### config.mk
export PLATFORM = sky130hd
export DESIGN_NAME = bits_to_bcd_seq
export DESIGN_NICKNAME = d
export VERILOG_FILES = /design/src/rtl/bcd_pkg.sv /design/src/rtl/bcd_digit_adj.sv /design/src/rtl/bits_to_bcd_seq.sv
export SDC_FILE = /design/constraint.sdc
export NUM_CORES = 1
export LEC_CHECK = 0
export CORE_UTILIZATION = 56
export CTS_BUF_LIST = sky130_fd_sc_hd__clkbuf_8
export DETAILED_ROUTE_END_ITERATION = 16
export GPL_TIMING_DRIVEN = 0
export PLACE_DENSITY = 0.81
export RECOVER_POWER = 25
export SYNTH_ARGS = -nofsm -noshare
export SYNTH_HDL_FRONTEND = slang
export SYNTH_SLANG_ARGS = --single-unit
### constraint.sdc
create_clock -name clk -period 1.55 [get_ports clk]
set_input_delay 0.31 -clock clk [delete_from_list [all_inputs] [get_ports clk]]
set_output_delay 0.31 -clock clk [all_outputs]
set_load 0.05 [all_outputs]
### src/rtl/bcd_pkg.sv
// Shared types and constants for the sequential binary-to-BCD converter.
// Holds the FSM state encoding, the digit width and a counter-width helper.
package bcd_pkg;

    typedef enum logic [1:0] {
        IDLE,
        SHIFT,
        DONE
    } state_t;

    localparam int DIGIT_W = 4;

    // The bit counter must be able to hold the value WIDTH itself.
    function automatic int cnt_width(input int w);
        return (w < 1) ? 1 : $clog2(w + 1);
    endfunction

endpackage

### src/rtl/bcd_digit_adj.sv
// Double-dabble digit correction: adds 3 to any BCD digit of 5 or more
// so that the following left shift carries correctly into the next digit.
module bcd_digit_adj
    import bcd_pkg::*;
(
    input  logic [DIGIT_W-1:0] i_digit,
    output logic [DIGIT_W-1:0] o_digit
);

    always_comb begin
        o_digit = i_digit;
        if (i_digit >= DIGIT_W'(5)) begin
            o_digit = i_digit + DIGIT_W'(3);
        end
    end

endmodule

### src/rtl/bits_to_bcd_seq.sv
// Iterative binary-to-BCD converter, one input bit per clock.
// Start/busy/done handshake; overflow flags values above 10^DIGITS-1.
module bits_to_bcd_seq
    import bcd_pkg::*;
#(
    parameter int WIDTH  = 9,
    parameter int DIGITS = 3
) (
    input  logic                    clk,
    input  logic                    rst,
    input  logic                    start,
    input  logic [WIDTH-1:0]        bin,
    output logic                    busy,
    output logic                    done,
    output logic [DIGIT_W*DIGITS-1:0] bcd,
    output logic                    overflow
);

    localparam int SW    = DIGIT_W * DIGITS;
    localparam int CNT_W = cnt_width(WIDTH);

    state_t           r_state;
    state_t           w_next;
    logic [WIDTH-1:0] r_bin;
    logic [SW-1:0]    r_scr;
    logic             r_ovf;
    logic [CNT_W-1:0] r_cnt;
    logic [SW-1:0]    r_bcd;
    logic             r_ovf_out;
    logic             r_done;
    logic             r_busy;

    logic [SW-1:0]    w_adj;
    logic [SW-1:0]    w_scr_sh;
    logic [WIDTH-1:0] w_bin_sh;
    logic             w_carry;

    for (genvar k = 0; k < DIGITS; k++) begin : g_adj
        bcd_digit_adj u_adj (
            .i_digit (r_scr[k*DIGIT_W +: DIGIT_W]),
            .o_digit (w_adj[k*DIGIT_W +: DIGIT_W])
        );
    end

    // Shift {adjusted digits, binary} left; the bit leaving the top digit
    // is the overflow carry.
    if (SW > 1) begin : g_sh_wide
        assign w_scr_sh = {w_adj[SW-2:0], r_bin[WIDTH-1]};
    end else begin : g_sh_narrow
        assign w_scr_sh = r_bin[WIDTH-1];
    end
    assign w_carry  = w_adj[SW-1];
    assign w_bin_sh = r_bin << 1;

    always_ff @(posedge clk) begin
        if (rst) begin
            r_state <= IDLE;
        end else begin
            r_state <= w_next;
        end
    end

    always_comb begin
        w_next = r_state;
        unique case (r_state)
            IDLE: begin
                if (start) begin
                    w_next = SHIFT;
                end
            end
            SHIFT: begin
                if (r_cnt == CNT_W'(1)) begin
                    w_next = DONE;
                end
            end
            DONE: begin
                w_next = IDLE;
            end
            default: begin
                w_next = IDLE;
            end
        endcase
    end

    always_ff @(posedge clk) begin
        if (rst) begin
            r_bin     <= '0;
            r_scr     <= '0;
            r_ovf     <= 1'b0;
            r_cnt     <= '0;
            r_bcd     <= '0;
            r_ovf_out <= 1'b0;
            r_done    <= 1'b0;
            r_busy    <= 1'b0;
        end else begin
            // busy/done are registered so they line up with the bcd update
            r_done <= (r_state == DONE);
            r_busy <= (r_state != IDLE);
            case (r_state)
                IDLE: begin
                    if (start) begin
                        r_bin <= bin;
                        r_scr <= '0;
                        r_ovf <= 1'b0;
                        r_cnt <= CNT_W'(WIDTH);
                    end
                end
                SHIFT: begin
                    r_bin <= w_bin_sh;
                    r_scr <= w_scr_sh;
                    r_ovf <= r_ovf | w_carry;
                    r_cnt <= r_cnt - CNT_W'(1);
                end
                DONE: begin
                    r_bcd     <= r_scr;
                    r_ovf_out <= r_ovf;
                end
                default: begin
                end
            endcase
        end
    end

    assign busy     = r_busy;
    assign done     = r_done;
    assign bcd      = r_bcd;
    assign overflow = r_ovf_out;

endmodule

# Word-level counts from Yosys, hierarchy flattened
# Index checks and enable logic that the tools add are counted.
# totals
elab_cells	41
ff_bits	43
input_bits	12
output_inout_bits	15
# op_classes
reduce_logical	5
n_addsub	4
mux	14
bitwise_logic	1
n_eq_ne	5
order_cmp	3
# op_table
op	count
12-bit case mux with 2 select lines	1
9-bit case mux with 2 select lines	1
4-bit two-way mux	4
4-bit by 2-bit adder with 4-bit output, second input constant	3
4-bit by 3-bit >= comparator with 1-bit output, second input constant	3
12-bit two-way mux	1
9-bit two-way mux	1
4-bit case mux with 2 select lines	1
4-bit by 1-bit equality test with 1-bit output, second input constant	1
2-bit two-way mux	2
2-bit != test, second input constant	2
2-bit case mux with 2 select lines	1
2-bit AND reduction	2
2-bit nonzero test	2
4-bit by 1-bit subtractor with 4-bit output, second input constant	1
2-bit by 1-bit equality test with 1-bit output, second input constant	1
2-bit equality test, second input constant	1
2-bit logical NOT	1
1-bit case mux with 2 select lines	1
1-bit two-way mux	1
1-bit OR	1

# Depth between registers and ports, before layout
# depth
ltp_word	4
mapped_depth	6

# Modules after synthesis
# A second synthesis with hierarchy kept.
# hier_totals
hier_cells	225
hier_area_um2	1973.1
# modules_own_cells
mod	cells_each	instances	area_each_um2
bits_to_bcd_seq	177	1	1669.1
bcd_digit_adj	16	3	101.3

# Least setup slack after synthesis
# OpenSTA, ideal clock, no wires.
# synth_timing
path_type	flip-flop to flip-flop
from	reg r_scr[9]
to	reg r_scr[10]
required_ps	1433
stages_incl_launch_ff	7
period_less_slack_ps	1387
t_arrival_ps	1270
setup_time_ps	117
setup_slack_ps	163
path_cell_list	dfxtp_1 > inv_1 > ha_1 > nand2b_1 > a21oi_1 > mux2i_1 > a22o_1
# synth_between
elab_chain_len	3
word_cells_on_any_way	4
cone_classes	add/sub (1); order compare (1); mux (2)
# synth_rtl
element	line	rtl
from (decl)	bits_to_bcd_seq.sv:25	logic [SW-1:0] r_scr;
from (signal assigned)	bits_to_bcd_seq.sv:110	r_scr <= w_scr_sh;
4-bit by 2-bit adder with 4-bit output or 4-bit by 3-bit >= comparator with 1-bit output (tied branches)	bcd_digit_adj.sv:13, bcd_digit_adj.sv:12	
4-bit two-way mux *	bcd_digit_adj.sv:12	if (i_digit >= DIGIT_W'(5)) begin
12-bit case mux with 2 select lines *	bits_to_bcd_seq.sv:99	case (r_state)
# Every way passes the cells marked *; elsewhere a longest branch is shown, timed or not.
# A chain may end at the register's enable or synchronous reset.

# Worst setup path in the final report
# layout_timing
from	reg r_bcd[0], in the netlist bcd[0]
to	out bcd[0]
# layout_lines
element	line	rtl
from (decl)	bits_to_bcd_seq.sv:28	logic [SW-1:0] r_bcd;
from (signal assigned)	bits_to_bcd_seq.sv:115	r_bcd <= r_scr;
to (decl)	bits_to_bcd_seq.sv:15	output logic [DIGIT_W*DIGITS-1:0] bcd,
# No word-level cell between the ends.

==> flow_metrics.py <==
metrics = {
    "global_routing": {
        "sum_of_overflow_across_all_layers_after_global_routing": 0,
        "grt_use_met1_pct": 31.8,
        "grt_util_met3_pct": 7.14,
        "largest_net_degree_at_the_start_of_global_routing": 15,
        "met2_usage_pct": 39.9,
        "first_global_vias": 1540,
        "track_usage_pct": 25.0,
        "gr-max-usage-layer": "met2",
        "antenna_violations_before_repair": 0,
        "grt_pass1_wl_um": 6720,
    },
    "clock_tree": {
        "clock_sink_count": 43,
        "worst_setup_hold_path_clk_slew_ps": 80,
        "cts_tree": "built",
        "htreeDepth": 2,
        "post_cts_buffers": 0,
        "root_buffer": "sky130_fd_sc_hd__clkbuf_8",
        "number_of_hold_buffers_added_after_cts": 0,
        "clockBufferDepth": 2,
        "clock_latency_ps": 300,
        "tritoncts.num_buffers": 5,
    },
    "critical_path": {
        "crit_slowest_cell": "sky130_fd_sc_hd__dlygate4sd2_1",
        "cp.required_ps": 1240,
        "worstPathArrival_ps": 1170,
        "cp_max_fo": 2,
        "critical_path_source_type": "flop",
        "crit_path_cell_trace": "dlygate4sd2_1",
        "worst_path_dominant_cell_family": "buffers and inverters",
        "slowest_stage_delay_cp_ps": 530,
        "worstSetupPathType": "flop to output port",
        "worstSetupEndpointType": "output port",
        "worstPathBufferInverterCount": 1,
    },
    "route": {
        "drtIter0Drc": 112,
        "post_drt_wl_per_cell_um": 13.3,
        "wl_um": 4120,
        "via_per_inst": 5.46,
        "firstDrtPassIters": 6,
        "ant_nets": 0,
        "drc": 0,
        "vias": 1692,
    },
    "place": {
        "detailedPlacementHpwl_um": 2820,
        "placedCellCount": 302,
        "io_buffer_count": 24,
        "globalplace.congestion": 0.802,
    },
    "pwr": {
        "switching_share_pct": 25.4,
        "internal_power_uw": 1740,
        "power.leakage_uw": 0.000976,
        "power.combinational.fraction_pct": 11.8,
        "power.share.clock_pct": 37.3,
        "cellPowerDensity_nw_per_um2": 996,
        "seq_power_share_pct": 50.8,
        "switching_power_uw": 594,
        "peakVddDrop_v": 0.000603,
    },
    "timing": {
        "unrepaired_setup_endpoints_after_global_routing": "no",
        "tns_ps": 0,
        "finalMaxSlewViolations": 0,
        "period_share_pct": 95.6,
        "timing.fmax_ghz": 0.675,
        "slew_headroom_pct": 61.8,
        "timing.final.crit_period_ps": 1480,
        "setup_viol": 0,
        "finalClockSkew_ps": 5.57,
        "worstMarginPinSlew_ps": 573,
        "hold_viol_final": 0,
    },
    "synthesis": {
        "post-synth-top-area-cell": "sky130_fd_sc_hd__dfxtp_1",
        "yosysMostFrequentCell": "sky130_fd_sc_hd__dfxtp_1",
        "postSynthNetCount": 252,
        "synth_top_cells_by_area": "sky130_fd_sc_hd__dfxtp_1, sky130_fd_sc_hd__a21oi_1, sky130_fd_sc_hd__nand2_1",
        "synthFlopType": "sky130_fd_sc_hd__dfxtp_1",
        "synthesis.area_um2": 1950,
        "syn_warnings": 0,
        "cells_after_synth": 232,
        "synth_common_cells": "sky130_fd_sc_hd__dfxtp_1, sky130_fd_sc_hd__a21oi_1, sky130_fd_sc_hd__nand2_1, sky130_fd_sc_hd__nor2_1, sky130_fd_sc_hd__inv_1",
        "synthArstFlopShare_pct": 0,
        "number_of_enable_type_register_cells_in_the_synthesized_netlist": 0,
        "synthesis.area_per_instance_um2": 8.42,
        "synth.distinct_cells": 38,
        "ys_seq_elements": 43,
        "seq_area_frac_synth_pct": 44.1,
        "synthDominantCellAreaShare_pct": 44.1,
    },
    "cells_and_area": {
        "nNetsFinal": 283,
        "layout-area-overhead-vs-synth_pct": 20.1,
        "num-fill-cells": 285,
        "finish.cell_count_without_fillers": 310,
        "antenna_cells_inserted": 0,
        "post_route_cells_drive_above_1_share_pct": 11.0,
        "postLayoutCoreUtil_pct": 70.3,
    },
    "floorplan": {
        "core.rowCount": 21,
        "core_um2": 3340,
        "die-area_um2": 3730,
        "num_io_pins": 27,
        "floorplan.die.height_um": 61.1,
        "start_util_pct": 58.5,
        "die_width_um": 61.1,
    },
    "status": {
        "run_status": "finished clean",
    },
    "min_path": {
        "hold_path_class": "input port to flop",
    },
    "job": {
        "max_cap_violations": 0,
    },
}
## flip-flops by register name, indices dropped and copies added (netlist names)
name and count:
r_state 2, r_bin 9, done 1, busy 1, r_scr 12, bcd 12, r_cnt 4, overflow 1
r_ovf 1
## kinds of logic after synthesis
kind of cell / count (synthesis) / synth area share, %
buf+inv: 28 / 6.53
simple gates: 79 / 18.6
compound gates: 64 / 20.9
flops: 43 / 44.1
mux: 3 / 1.54
fa+ha+maj: 8 / 5.13
xor+xnor: 7 / 3.14
## power by group through the flow
stage | sequential (uW) | clock [uW] | combinational [uW]
after CTS | 1190 | 888 | 279
after global routing | 1190 | 931 | 308
final | 1190 | 873 | 276
after global placement | 1210 | 0 | 271
after floorplan | 1210 | 0 | 191
after detailed placement | 1210 | 0 | 277
## per-layer routing
metal	wire [um]	vias up
met1	1890	807
met3	187	6
met2	1970	29
met4	72	0
met5	0	-
li1	-	850
## cell type report
class / instances / area [um^2] / area share, %
well taps: 46 / 57.6 / 2.45
flip-flops and latches: 43 / 862 / 36.7
inverters: 14 / 52.6 / 2.24
clock buffers: 5 / 68.8 / 2.93
clock inverters: 3 / 43.8 / 1.87
plain buffers: 14 / 75.1 / 3.20
repair buffers: 24 / 221 / 9.44
multi-input cells: 161 / 965 / 41.1
## final timing paths
kind	start	to	slack (ps)	depth (start not counted)
setup / recovery	bcd[0]	bcd[0]	70	1
hold / removal	rst	r_bin[4]	330	2
setup reg to reg	r_scr[9]	r_scr[10]	120	6
hold reg to reg	bcd[4]	bcd[4]	450	2
## per-stage QoR
step                      worst slack (ps)  total power [uW]  area (um^2)  hold slack (ps)
after CTS                             31.9              2350         2350              332
after detailed placement              7.99              1490         2250              447
after floorplan                        163              1400         1950              432
after global routing                  9.69              2430         2350              347
after global placement                51.1              1480         2250              443
final                                 68.5              2340         2350              331
## layout by cell type (no fill, tap or decap), types with 4 or more instances in the layout
master and instances:
sky130_fd_sc_hd__nor2b_1 6, sky130_fd_sc_hd__a22o_1 8, sky130_fd_sc_hd__nor2_1 23, sky130_fd_sc_hd__ha_1 8, sky130_fd_sc_hd__nand3_1 4, sky130_fd_sc_hd__dlygate4sd2_1 15
sky130_fd_sc_hd__xnor2_1 4, sky130_fd_sc_hd__o21ai_0 8, sky130_fd_sc_hd__buf_2 9, sky130_fd_sc_hd__nand2b_1 5, sky130_fd_sc_hd__nand2_1 29, sky130_fd_sc_hd__a21oi_1 32
sky130_fd_sc_hd__inv_1 14, sky130_fd_sc_hd__clkbuf_8 5, sky130_fd_sc_hd__clkdlybuf4s50_1 9, sky130_fd_sc_hd__nor3_1 5, sky130_fd_sc_hd__dfxtp_1 42
## repair_timing
item | 4_1_cts | 5_1_grt
gates cloned | 0 | 0
endpoints found under the setup margin | 16 | 6
gates resized for setup | 16 | 3
pin swaps | 0 | 0
endpoints found under the hold margin | 0 | 0
(Power assumes the default switching activity.)
